File: src/rtl/display_pkg.sv
// Shared definitions for the 4-digit multiplexed display path
// (scan controller, hex mux, segment decoder).
package display_pkg;

    localparam int NUM_DIGITS      = 4;
    localparam int DEF_DIV         = 100000;
    localparam int DEF_BLANK       = 16;
    localparam int DEF_BLINK_SCANS = 125;

    typedef enum logic {
        ST_BLANK  = 1'b0,
        ST_ACTIVE = 1'b1
    } scan_state_e;

    function automatic logic [NUM_DIGITS-1:0] digit_onehot(input logic [1:0] sel);
        return NUM_DIGITS'(1) << sel;
    endfunction

endpackage

File: src/rtl/slot_timer.sv
// Per-digit slot timer: counts 0..DIV-1 while enabled and flags the slot
// start, the last blanking cycle and the last cycle of the slot.
module slot_timer
    import display_pkg::*;
#(
    parameter int DIV   = DEF_DIV,
    parameter int BLANK = DEF_BLANK
) (
    input  logic clk,
    input  logic rst_n,
    input  logic i_enable,
    output logic o_slot_start,
    output logic o_active_start,
    output logic o_slot_end
);

    localparam int            CW         = $clog2(DIV);
    localparam logic [CW-1:0] SLOT_LAST  = CW'(DIV - 1);
    localparam logic [CW-1:0] BLANK_LAST = CW'(BLANK - 1);

    logic [CW-1:0] r_slot_cnt;

    always_ff @(posedge clk or negedge rst_n) begin
        if (!rst_n) begin
            r_slot_cnt <= '0;
        end else if (!i_enable || (r_slot_cnt == SLOT_LAST)) begin
            r_slot_cnt <= '0;
        end else begin
            r_slot_cnt <= r_slot_cnt + CW'(1);
        end
    end

    assign o_slot_start   = i_enable && (r_slot_cnt == '0);
    // Fires in the last BLANK cycle, so ACTIVE begins exactly at slot_cnt=BLANK.
    assign o_active_start = i_enable && (r_slot_cnt == BLANK_LAST);
    // Register-only decode: drives scan_tick and the digit advance.
    assign o_slot_end     = (r_slot_cnt == SLOT_LAST);

endmodule

File: src/rtl/display_scan.sv
// Multiplexed 4-digit display scanner with per-slot anode blanking,
// leading-zero suppression, decimal point and digit blink.
//   state     | meaning
//   ST_BLANK  | dead time after a select change, all anodes off
//   ST_ACTIVE | selected digit lit per latched enable/blink/dp
module display_scan
    import display_pkg::*;
#(
    parameter int DIV         = DEF_DIV,
    parameter int BLANK       = DEF_BLANK,
    parameter int BLINK_SCANS = DEF_BLINK_SCANS
) (
    input  logic                  clk,
    input  logic                  rst_n,
    input  logic                  enable,
    input  logic [NUM_DIGITS-1:0] digit_en,
    input  logic [NUM_DIGITS-1:0] dp_in,
    input  logic [NUM_DIGITS-1:0] blink_mask,
    output logic [1:0]            digit_sel,
    output logic [NUM_DIGITS-1:0] an_n,
    output logic                  dp_n,
    output logic                  scan_tick
);

    localparam int            SW        = (BLINK_SCANS > 1) ? $clog2(BLINK_SCANS) : 1;
    localparam logic [SW-1:0] SCAN_LAST = SW'(BLINK_SCANS - 1);

    logic                  w_slot_start;
    logic                  w_active_start;
    logic                  w_slot_end;
    scan_state_e           r_state;
    scan_state_e           w_state_nxt;
    logic [1:0]            r_digit_sel;
    logic [SW-1:0]         r_scan_cnt;
    logic                  r_blink_phase;
    logic [NUM_DIGITS-1:0] r_en_q;
    logic [NUM_DIGITS-1:0] r_dpq;
    logic [NUM_DIGITS-1:0] r_blink_q;
    logic [NUM_DIGITS-1:0] w_sel_onehot;
    logic                  w_lit;

    slot_timer #(
        .DIV   (DIV),
        .BLANK (BLANK)
    ) u_slot_timer (
        .clk            (clk),
        .rst_n          (rst_n),
        .i_enable       (enable),
        .o_slot_start   (w_slot_start),
        .o_active_start (w_active_start),
        .o_slot_end     (w_slot_end)
    );

    always_ff @(posedge clk or negedge rst_n) begin
        if (!rst_n) begin
            r_state <= ST_BLANK;
        end else begin
            r_state <= w_state_nxt;
        end
    end

    always_comb begin
        w_state_nxt = r_state;
        if (!enable) begin
            w_state_nxt = ST_BLANK;
        end else begin
            case (r_state)
                ST_BLANK:  if (w_active_start) w_state_nxt = ST_ACTIVE;
                ST_ACTIVE: if (w_slot_end)     w_state_nxt = ST_BLANK;
                default:                       w_state_nxt = ST_BLANK;
            endcase
        end
    end

    // Blink phase flips after every BLINK_SCANS complete 4-digit scans.
    always_ff @(posedge clk or negedge rst_n) begin
        if (!rst_n) begin
            r_digit_sel   <= 2'd0;
            r_scan_cnt    <= '0;
            r_blink_phase <= 1'b0;
        end else if (w_slot_end) begin
            r_digit_sel <= r_digit_sel + 2'd1;
            if (r_digit_sel == 2'd3) begin
                if (r_scan_cnt == SCAN_LAST) begin
                    r_scan_cnt    <= '0;
                    r_blink_phase <= ~r_blink_phase;
                end else begin
                    r_scan_cnt <= r_scan_cnt + SW'(1);
                end
            end
        end
    end

    always_ff @(posedge clk or negedge rst_n) begin
        if (!rst_n) begin
            r_en_q    <= '0;
            r_dpq     <= '0;
            r_blink_q <= '0;
        end else if (w_slot_start) begin
            r_en_q    <= digit_en;
            r_dpq     <= dp_in;
            r_blink_q <= blink_mask;
        end
    end

    assign w_sel_onehot = digit_onehot(r_digit_sel);
    assign w_lit        = (r_state == ST_ACTIVE) && r_en_q[r_digit_sel]
                          && !(r_blink_phase && r_blink_q[r_digit_sel]);

    assign digit_sel = r_digit_sel;
    assign an_n      = w_lit ? ~w_sel_onehot : '1;
    assign dp_n      = ~(w_lit && r_dpq[r_digit_sel]);
    assign scan_tick = w_slot_end;

endmodule

File: config.mk
export PLATFORM = sky130hd
export DESIGN_NAME = display_scan
export DESIGN_NICKNAME = d
export VERILOG_FILES = /design/src/rtl/display_pkg.sv /design/src/rtl/slot_timer.sv /design/src/rtl/display_scan.sv
export SDC_FILE = /design/constraint.sdc
export NUM_CORES = 1
export LEC_CHECK = 0
export CORE_MARGIN = 1.5
export CORE_UTILIZATION = 32
export CTS_CLUSTER_DIAMETER = 80
export DETAILED_ROUTE_END_ITERATION = 8
export HOLD_SLACK_MARGIN = 0.12
export SYNTH_ARGS = -nofsm -noshare
export SYNTH_HDL_FRONTEND = slang
export SYNTH_SLANG_ARGS = --single-unit
File: constraint.sdc
create_clock -name clk -period 2.6 [get_ports clk]
set_input_delay 0.52 -clock clk [delete_from_list [all_inputs] [get_ports clk]]
set_output_delay 0.52 -clock clk [all_outputs]
set_load 0.02 [all_outputs]
# --- Word level (Yosys, flattened, before mapping) ---
# Cells that the tools add are included.
totals:
  reg_bits: 40
  output_inout_bits: 8
  word_cells: 46
op_classes:
  addsub: 3
  magnitude_cmp: 1
  eq_ne: 4
  shift: 1
  n_mux: 13
  n_bitwise: 4
  reduce_logical: 12
ops:
  columns: ["op", "count"]
  rows:
  - ["17-bit by 1-bit adder with 17-bit output, second input constant", 1]
  - ["17-bit == test, second input constant", 1]
  - ["17-bit by 4-bit == test with 1-bit output, second input constant", 1]
  - ["17-bit logical NOT", 1]
  - ["17-bit 2-to-1 mux", 1]
  - ["7-bit by 1-bit adder with 7-bit output, second input constant", 1]
  - ["7-bit == test, second input constant", 1]
  - ["7-bit 2-to-1 mux", 1]
  - ["1-bit binary-select mux with 2-bit select", 3]
  - ["1-bit logical AND", 6]
  - ["1-bit 2-to-1 mux", 6]
  - ["4-bit 2-to-1 mux", 1]
  - ["4-bit NOT", 1]
  - ["1-bit by 2-bit << shifter with 4-bit output, first input constant", 1]
  - ["2-bit by 3-bit less-than comparator with 1-bit output, second input constant", 1]
  - ["1-bit NOT", 3]
  - ["3-bit AND reduction", 1]
  - ["2-bit by 1-bit adder with 2-bit output, second input constant", 1]
  - ["2-bit == test, second input constant", 1]
  - ["1-bit logical NOT", 2]
  - ["1-bit case mux with 2 select lines", 1]
  - ["2-bit AND reduction", 1]
  - ["1-bit logical OR", 1]

# --- Depth between registers and ports, before layout ---
# Gate-level depths: netlist (run 1).
depth:
  depth_word: 7
  depth_mapped: 7
  mapped_depth_nobuf: 6

# --- Hierarchy ---
# From an unflattened synthesis (run 1), not the netlist that was laid out.
hier_totals:
  hier_cells: 192
  hier_area_um2: 2125.8
modules_own_cells:
  columns: ["module", "n_inst", "cells_per_inst", "area_per_inst_um2", "seq_area_each_um2"]
  rows:
  - ["display_scan", 1, 100, 1176.1, 575.6]
  - ["slot_timer", 1, 92, 949.7, 425.4]

# --- Worst setup path after synthesis (run 1) ---
# Ideal clock, no wire load.
synth_timing:
  kind: "flip-flop to output port"
  startpoint: "reg u_slot_timer.r_slot_cnt[13]"
  endpoint: "out scan_tick"
  t_arrival_ns: 1.849
  path_slack_ns: 0.231
  path_stages_with_launch: 3
  n_path_buf: 0
  path_cell_list: "dfrtp_1 > or4b_2 > nor4_1"
synth_via:
  elab_chain_len: 1
synth_rtl:
  columns: ["element", "line", "text"]
  rows:
  - ["start, declared", "slot_timer.sv:21", "logic [CW-1:0] r_slot_cnt;"]
  - ["start signal, assigned", "slot_timer.sv:29", "r_slot_cnt <= r_slot_cnt + CW'(1);"]
  - ["17-bit == test", "slot_timer.sv:37", "assign o_slot_end = (r_slot_cnt == SLOT_LAST);"]
  - ["end, declared", "display_scan.sv:22", "output logic scan_tick"]
# No other way between the ends.

# --- Final worst setup path (run 1) ---
# Same ends and word-level chain as after synthesis.

==> impl_summary.txt, run 1 <==
----------------------------------------------------
[Outcome]
  Run status ... complete, no violations

[Detailed routing]
  Detailed Route Iter0 Violations ... between 100 and 150
  First-pass iteration count of the detailed router ... 4
  Number of DRC violations after detailed routing ... 0
  Total vias in the final route ... around 1500
  DRT Wirelength ... 4.36 mm
  Post-DR vias/cell ... between 4 and 5
  Antenna-violating nets left ... 0
  Wire length per cell after detailed routing ... around 14 um

[Finish]
  Total Nets Final ... 255
  Layout area overhead ... 22.4%
  Post-layout util ... 40.6%
  Most frequent cells in the layout ... dfrtp_1, nand2_1, nor2_1
  Final instance area ... between 0.002 and 0.003 mm2
  Number of cells in the finished layout apart from fillers ... just over 300
  Most common library cell in the layout ignoring fill and taps ... dfrtp_1
  Ratio of cells with drive above 1 in the final layout ... a little under a fifth
  Antenna Cells ... 0

[Placed design]
  Standard cell area after detailed placement ... approximately 0.0025 mm2
  HPWL after DPL ... around 3 mm
  Port Buffer Count ... 22
  Placed cells ... between 300 and 400
  Gp weighted congestion ... just under 0.9

[Global route]
  First-pass GRT wire length ... between 7 and 8 mm
  Largest net degree at the start of global routing ... between 40 and 50
  All-layer global routing usage ... roughly an eighth
  Global route overflow ... 0
  Vias in the first global route ... ~1600
  Antenna violations before repair ... 0

[Yosys]
  Leading post-synthesis cells by cell area ... dfrtp_1, mux2_4, xor2_1, ha_1, nand2_1
  Syn Std Cell Area ... 0.00212 mm2
  Number of synthesis warnings ... 0
  Number of synthesized flops with an enable pin ... 0
  Number of synthesized register bits ... 40
  Share of Yosys cell area claimed by the top area cell type ... about 47%
  Post-synthesis net count ... approximately 220
  Proportion of register bits with asynchronous set or reset after synthesis ... 100%
  Syn Area/Cell ... 10.7 um2
  Instance count of the mapped netlist ... about 200
  Prevailing post-synth register cell ... dfrtp_1
  Number of distinct library cells after synthesis ... 37
  Library cell occupying the most area in the post-synthesis netlist ... dfrtp_1
  Share of synthesized area occupied by flip-flops and latches ... a little under half

[Worst setup path]
  Crit path max fanout ... 2
  Number of buffer and inverter instances along the worst setup path ... 1
  FF-to-FF End ... r_en_q[0]
  Startpoint of the most critical register-to-register path ... u_slot_timer.r_slot_cnt[12]
  Kind of start point of the critical path ... flip-flop
  Arr. time, crit path ... around 2.0 ns
  Data required time of the critical path ... 2.08 ns
  Kind of cell adding the most delay to the critical path ... simple AND/OR/NAND/NOR gates
  Setup crit end kind ... primary output
  Register-to-register setup slack ... around 0.18 ns
  Library cell contributing the largest single delay on the critical path ... or4b_2
  Crit path kind ... reg2out
  Worst path max stage delay ... just under 0.7 ns
  Cells on worst reg2reg path ... 4
  CP cell instances ... or4b_2 -> nor4_1 -> clkdlybuf4s15_1

[Die]
  Overall die area ... around 0.0071 mm2
  Starting utilization of the core area ... about a third
  Width of the chip ... between 80 and 90 um
  Vertical die dimension ... between 80 and 90 um
  Count of standard-cell rows ... 29
  Placeable core region ... 0.00639 mm2
  # IOs ... 23

[Clock network]
  CTS H-tree depth ... 2
  Master cell of the clock root buffer ... clkbuf_8
  Number of buffers on the longest clock path ... 2
  Clock latency reported for the late side of the worst-skew pair ... a little under 0.3 ns
  Total setup buffers inserted after CTS ... 0
  Number of clock sinks ... 40
  Inserted Clock Buffers ... 5
  TritonCTS clock tree ... done
  Clock transition time at the flip-flop clock pins of the worst setup and hold paths ... roughly 0.080 ns

[Timing]
  Least-Margin Pin Slew ... ~0.90 ns
  Min Tclk post-route ... about 2.5 ns
  Setup repair after global routing missed its margin ... false
  Tcrit/Tclk final ... roughly 97%
  Final worst clock skew ... between 0.005 and 0.006 ns
  Final-layout setup total negative slack ... 0 ns
  Tightest slew margin relative to the limit ... 40.3%
  Fmax ... 397 MHz
  Min Hold Slack ... around 0.35 ns
  Fin. max-slew vios ... 0
  Final hold violation count ... 0
  Final setup fails ... 0

[Pwr]
  Peak ir drop on the vdd network ... about 0.27 mV
  Areal power density over the cells ... 496 mW/mm2
  Leakage ... between 1 and 1.5 nW

[Hold path]
  HP Class ... in2async

[Flow run]
  Max cap viols ... 0

----------------------------------------------------
[logic make-up (layout without fill, tap and decap cells)]
logic type	Yosys count	after routing	share of synthesized area (%)
buffers and inverters	16	51	3.25
AND/OR/NAND/NOR	79	79	20.8
AO/OA/AOI/OAI	25	25	7.67
XOR/XNOR	16	16	6.61
multiplexers	14	14	9.74
adder cells (fa/ha/maj)	8	8	4.72
flip-flops	40	40	47.2
[per-layer routing]
layer	vias up	global-route usage, %	routed length (um)
met1	749	19.5	2240
li1	775	-	-
met4	0	3.08	25
met2	17	20.1	1970
met3	2	2.75	126
met5	-	0	0
[final cells by class]
type,count,area (um2)
clock buffer,6,82.6
fill,642,3790
sequential,40,1000
timing repair buffer,34,314
inverter,9,33.8
tap,77,96.3
clock inverter,2,15.0
multi-input combinational,142,1050
[timing repair]
action / in CTS / in global routing
setup endpoints to repair: 2 / 5
endpoints found under the hold margin: 0 / 0
hold buffers: 0 / 0
resized for setup: 2 / 7
[flip-flops by register name, indices dropped and copies added (netlist names)]
signal / flops
digit_sel: 2
r_blink_phase: 1
r_blink_q: 4
r_dpq: 4
r_en_q: 4
r_scan_cnt: 7
r_state: 1
u_slot_timer.r_slot_cnt: 17
[stage by stage]
stage / setup slack (ns) / power [mW]
after floorplan: 0.231 / 0.804
after global placement: 0.102 / 0.854
after detailed placement: 0.102 / 0.859
after CTS: 0.000231 / 1.31
after global routing: 0.000421 / 1.35
final: 0.0817 / 1.29
[power by group]
group / switching (mW) / internal [mW]
Clock: 0.227 / 0.215
Sequential: 0.0333 / 0.671
Combinational: 0.0477 / 0.0937
Total: 0.308 / 0.979
[cells in the mapped netlist (2+ instances only)]
cell type  instances
nand4_1           10
nor3_1             2
or4_4              2
and2_1             4
nor2_1            16
o31ai_1            7
and3_1             2
nand2_1           17
a21oi_1            3
dfrtp_1           40
inv_1              9
or4_1              2
nand3_1           11
xor2_1            12
clkbuf_1           5
xnor2_1            4
ha_1               8
mux2_4            10
a31oi_1            2
mux2_2             3
and4_1             6
o21ai_0            8
[worst max-delay path by stage]
stage | start | end | slack, ns | cells after the start
after floorplan | u_slot_timer.r_slot_cnt[13] | scan_tick | 0.23 | 2
after global placement | u_slot_timer.r_slot_cnt[13] | scan_tick | 0.10 | 3
after detailed placement | u_slot_timer.r_slot_cnt[13] | scan_tick | 0.10 | 3
after CTS | digit_sel[0] | an_n[1] | 0.0002 | 6
after global routing | u_slot_timer.r_slot_cnt[13] | scan_tick | 0.0004 | 3
final | u_slot_timer.r_slot_cnt[13] | scan_tick | 0.08 | 3
[worst register-to-register path, delay by kind of cell, from the launching register on]
kind | cells | cell delay [ns]
flops | 1 | 0.42
mux | 1 | 0.34
simple gates | 3 | 1.55
Power figures use the tool's default switching activity.
==> run 2: changes to the inputs <==
==> constraint.sdc (replaced) <==
create_clock -name clk -period 2.6 [get_ports clk]
set_input_delay 0.39 -clock clk [delete_from_list [all_inputs] [get_ports clk]]
set_output_delay 0.39 -clock clk [all_outputs]
set_load 0.02 [all_outputs]
==> run 2 against run 1 <==
Worst setup slack improved by 0.058 ns. Clock skew rose by 0.0058 ns. Utilization fell by 0.35 points. Cell count fell by 1.9%. Register-to-register slack barely moved. Sequential power fell by 0.6%. Final area fell by 0.87%. Sequential share of layout area rose by 0.29 points. Clock power rose by 26%. Hold slack got worse by 0.14 ns. Critical path depth rose by 3. Wire length fell by 5.1%. Largest cell class unchanged.
==> impl_summary.txt, run 2 (synthesis results as in run 1) <==
----------------------------------------------------
[Outcome]
  Run status ... complete, no violations

[Finish]
  Antenna Cells ... 0 (unchanged)
  Most common library cell in the layout ignoring fill and taps ... dfrtp_1
  Ratio of cells with drive above 1 in the final layout ... 16.3% (-2.2 points)
  Final-layout fill cell count ... 634 (-1.2%)
  Register name with the most flops ... u_slot_timer.r_slot_cnt
  Layout area overhead ... 21.3%
  Total Nets Final ... 249 (-2.4%)
  Number of cells in the finished layout apart from fillers ... 304 (-1.9%)
  Flip-flop count of the largest register, all copies and words added ... 17 (unchanged)
  Footprint of the multi-input gates ... 0.00105 mm2 (unchanged)
  Largest registers ranked by flip-flop count ... u_slot_timer.r_slot_cnt (17), r_scan_cnt (7)
  FF+latch area ... 0.00100 mm2 (-0.12%)
  Most frequent cells in the layout ... dfrtp_1, clkdlybuf4s50_1, nand2_1
  Final instance area ... 0.00257 mm2 (-0.87%)

[Worst setup path]
  Register-to-register setup slack ... 0.19 ns (about the same)
  Data required time of the critical path ... 2.21 ns (+0.13 ns)
  Arr. time, crit path ... 2.07 ns (+0.07 ns)
  Cells on worst reg2reg path ... 4 (unchanged)
  Setup crit end kind ... primary output
  FF-to-FF End ... r_en_q[0]
  Crit path kind ... reg2out
  Startpoint of the most critical register-to-register path ... u_slot_timer.r_slot_cnt[12]
  Kind of start point of the critical path ... flip-flop
  Crit path max fanout ... 7 (+5)

[Global route]
  Vias in the first global route ... 1583 (+0.19%)
  Antenna violations before repair ... 0 (unchanged)
  All-layer global routing usage ... 13.1% (-0.12 points)
  Global route overflow ... 0 (unchanged)
  Largest net degree at the start of global routing ... 41 (unchanged)
  First-pass GRT wire length ... 7.54 mm (-2.2%)

[Placed design]
  Gp weighted congestion ... 0.848 (-2.8%)
  Standard cell area after detailed placement ... 0.00244 mm2 (-1.8%)
  HPWL after DPL ... 2.94 mm (-4.2%)
  Placed cells ... 296 (-2.0%)
  Port Buffer Count ... 22 (unchanged)

[Timing]
  Final setup fails ... 0 (unchanged)
  Final worst clock skew ... 0.0115 ns (+0.00584 ns)
  Tightest slew margin relative to the limit ... 40.9% (+0.68 points)
  Setup repair after global routing missed its margin ... false
  Least-Margin Pin Slew ... 0.886 ns (-0.0102 ns)
  Min Hold Slack ... 0.208 ns (-0.139 ns)
  Final-layout setup total negative slack ... 0 ns (unchanged)
  Fin. max-slew vios ... 0 (unchanged)
  Final hold violation count ... 0 (unchanged)
  Min Tclk post-route ... 2.46 ns (-0.0576 ns)
  Tcrit/Tclk final ... 94.6% (-2.2 points)
  Fmax ... 406 MHz (+2.3%)

[Detailed routing]
  First-pass iteration count of the detailed router ... 4 (unchanged)
  Post-DR vias/cell ... 5.05 (+1.4%)
  Number of DRC violations after detailed routing ... 0 (unchanged)
  Detailed Route Iter0 Violations ... 140 (+35%)
  Wire length per cell after detailed routing ... 13.6 um (-3.2%)
  DRT Wirelength ... 4.13 mm (-5.1%)
  Antenna-violating nets left ... 0 (unchanged)
  Total vias in the final route ... 1534 (-0.58%)

[Die]
  Overall die area ... 0.00712 mm2 (unchanged)
  Vertical die dimension ... 84.4 um (unchanged)
  # IOs ... 23 (unchanged)
  Count of standard-cell rows ... 29 (unchanged)
  Starting utilization of the core area ... 33.2% (unchanged)
  Placeable core region ... 0.00639 mm2 (unchanged)
  Width of the chip ... 84.4 um (unchanged)

[Clock network]
  Total setup buffers inserted after CTS ... 0 (unchanged)
  TritonCTS clock tree ... done
  Clock latency reported for the late side of the worst-skew pair ... 0.30 ns (about the same)
  CTS H-tree depth ... 2 (unchanged)
  Clock transition time at the flip-flop clock pins of the worst setup and hold paths ... 0.08 ns (about the same)
  Master cell of the clock root buffer ... clkbuf_8
  Number of buffers on the longest clock path ... 2 (unchanged)
  Number of clock sinks ... 40 (unchanged)
  Inserted Clock Buffers ... 5 (unchanged)
  Number of buffers inserted for hold repair after clock tree synthesis ... 0 (unchanged)
  PostCTS Resize Cnt ... 1 (-1)

[Hold path]
  HP Class ... in2async

[Pwr]
  Total power of the final layout ... 1.40 mW (+8.8%)
  Peak ir drop on the vdd network ... 0.275 mV (+0.58%)
  Leakage ... 1.10 nW (about the same)
  Areal power density over the cells ... 545 mW/mm2 (+9.7%)

[Flow run]
  Max cap viols ... 0 (unchanged)

----------------------------------------------------
## run 2: how the worst max path moves through the flow
| stage | start | end | slack (ns) | cells after the start |
|---|---|---|---|---|
| floorplan | u_slot_timer.r_slot_cnt[12] | r_blink_q[0] | 0.24 | 5 |
| global route | digit_sel[1] | an_n[2] | 0.0005 | 6 |
| global placement | u_slot_timer.r_slot_cnt[14] | scan_tick | 0.17 | 3 |
| detailed placement | u_slot_timer.r_slot_cnt[14] | scan_tick | 0.18 | 3 |
| CTS | digit_sel[1] | an_n[3] | 0.06 | 6 |
| finish | digit_sel[1] | an_n[2] | 0.14 | 6 |
## run 2: cell type report
class | count | share of cell area, %
clock inverter | 1 | 1.17
multi-input combinational | 142 | 40.8
clock buffer | 7 | 3.75
tap | 77 | 3.75
sequential | 40 | 38.9
timing repair buffer | 28 | 10.3
inverter | 9 | 1.31
## run 2: layer usage
metal	GRT usage, %	wire length (um)	vias to the layer above
li1	-	-	767
met1	18.3	2020	733
met2	19.8	1880	30
met3	3.05	175	4
met4	5.28	56	0
met5	0	0	-
## run 2: critical path: stages, from the launching register on
cell             delay, ns
dfrtp_1               0.48
inv_2                 0.13
a31oi_1               0.08
a221oi_1              0.32
buf_4                 0.19
nand2_1               0.05
clkdlybuf4s50_1       0.52
## run 2: metrics by stage
| stage | util, % | setup slack (ns) |
|---|---|---|
| after global placement | 38.2 | 0.171 |
| after detailed placement | 38.2 | 0.182 |
| after CTS | 40.2 | 0.0579 |
| after global routing | 40.3 | 0.000496 |
| after floorplan | - | 0.245 |
| final | 40.3 | 0.139 |
## run 2: report_power, final
part | internal (mW) | switching [mW] | total [mW]
Sequential | 0.671 | 0.0297 | 0.700
Combinational | 0.0939 | 0.0485 | 0.142
Clock | 0.339 | 0.219 | 0.558
Total | 1.10 | 0.297 | 1.40
==> run 3: changes to the inputs <==
--- a/config.mk
+++ b/config.mk
@@ -5,8 +5,10 @@
 export SDC_FILE = /design/constraint.sdc
 export NUM_CORES = 1
 export LEC_CHECK = 0
+export CAP_MARGIN = 15
 export CORE_MARGIN = 1.5
 export CORE_UTILIZATION = 32
+export CTS_BUF_LIST = sky130_fd_sc_hd__clkbuf_4 sky130_fd_sc_hd__clkbuf_8
 export CTS_CLUSTER_DIAMETER = 80
 export DETAILED_ROUTE_END_ITERATION = 8
 export HOLD_SLACK_MARGIN = 0.12
==> results of run 3 <==
Final layout, timing and power as in run 2 (identical DEF).
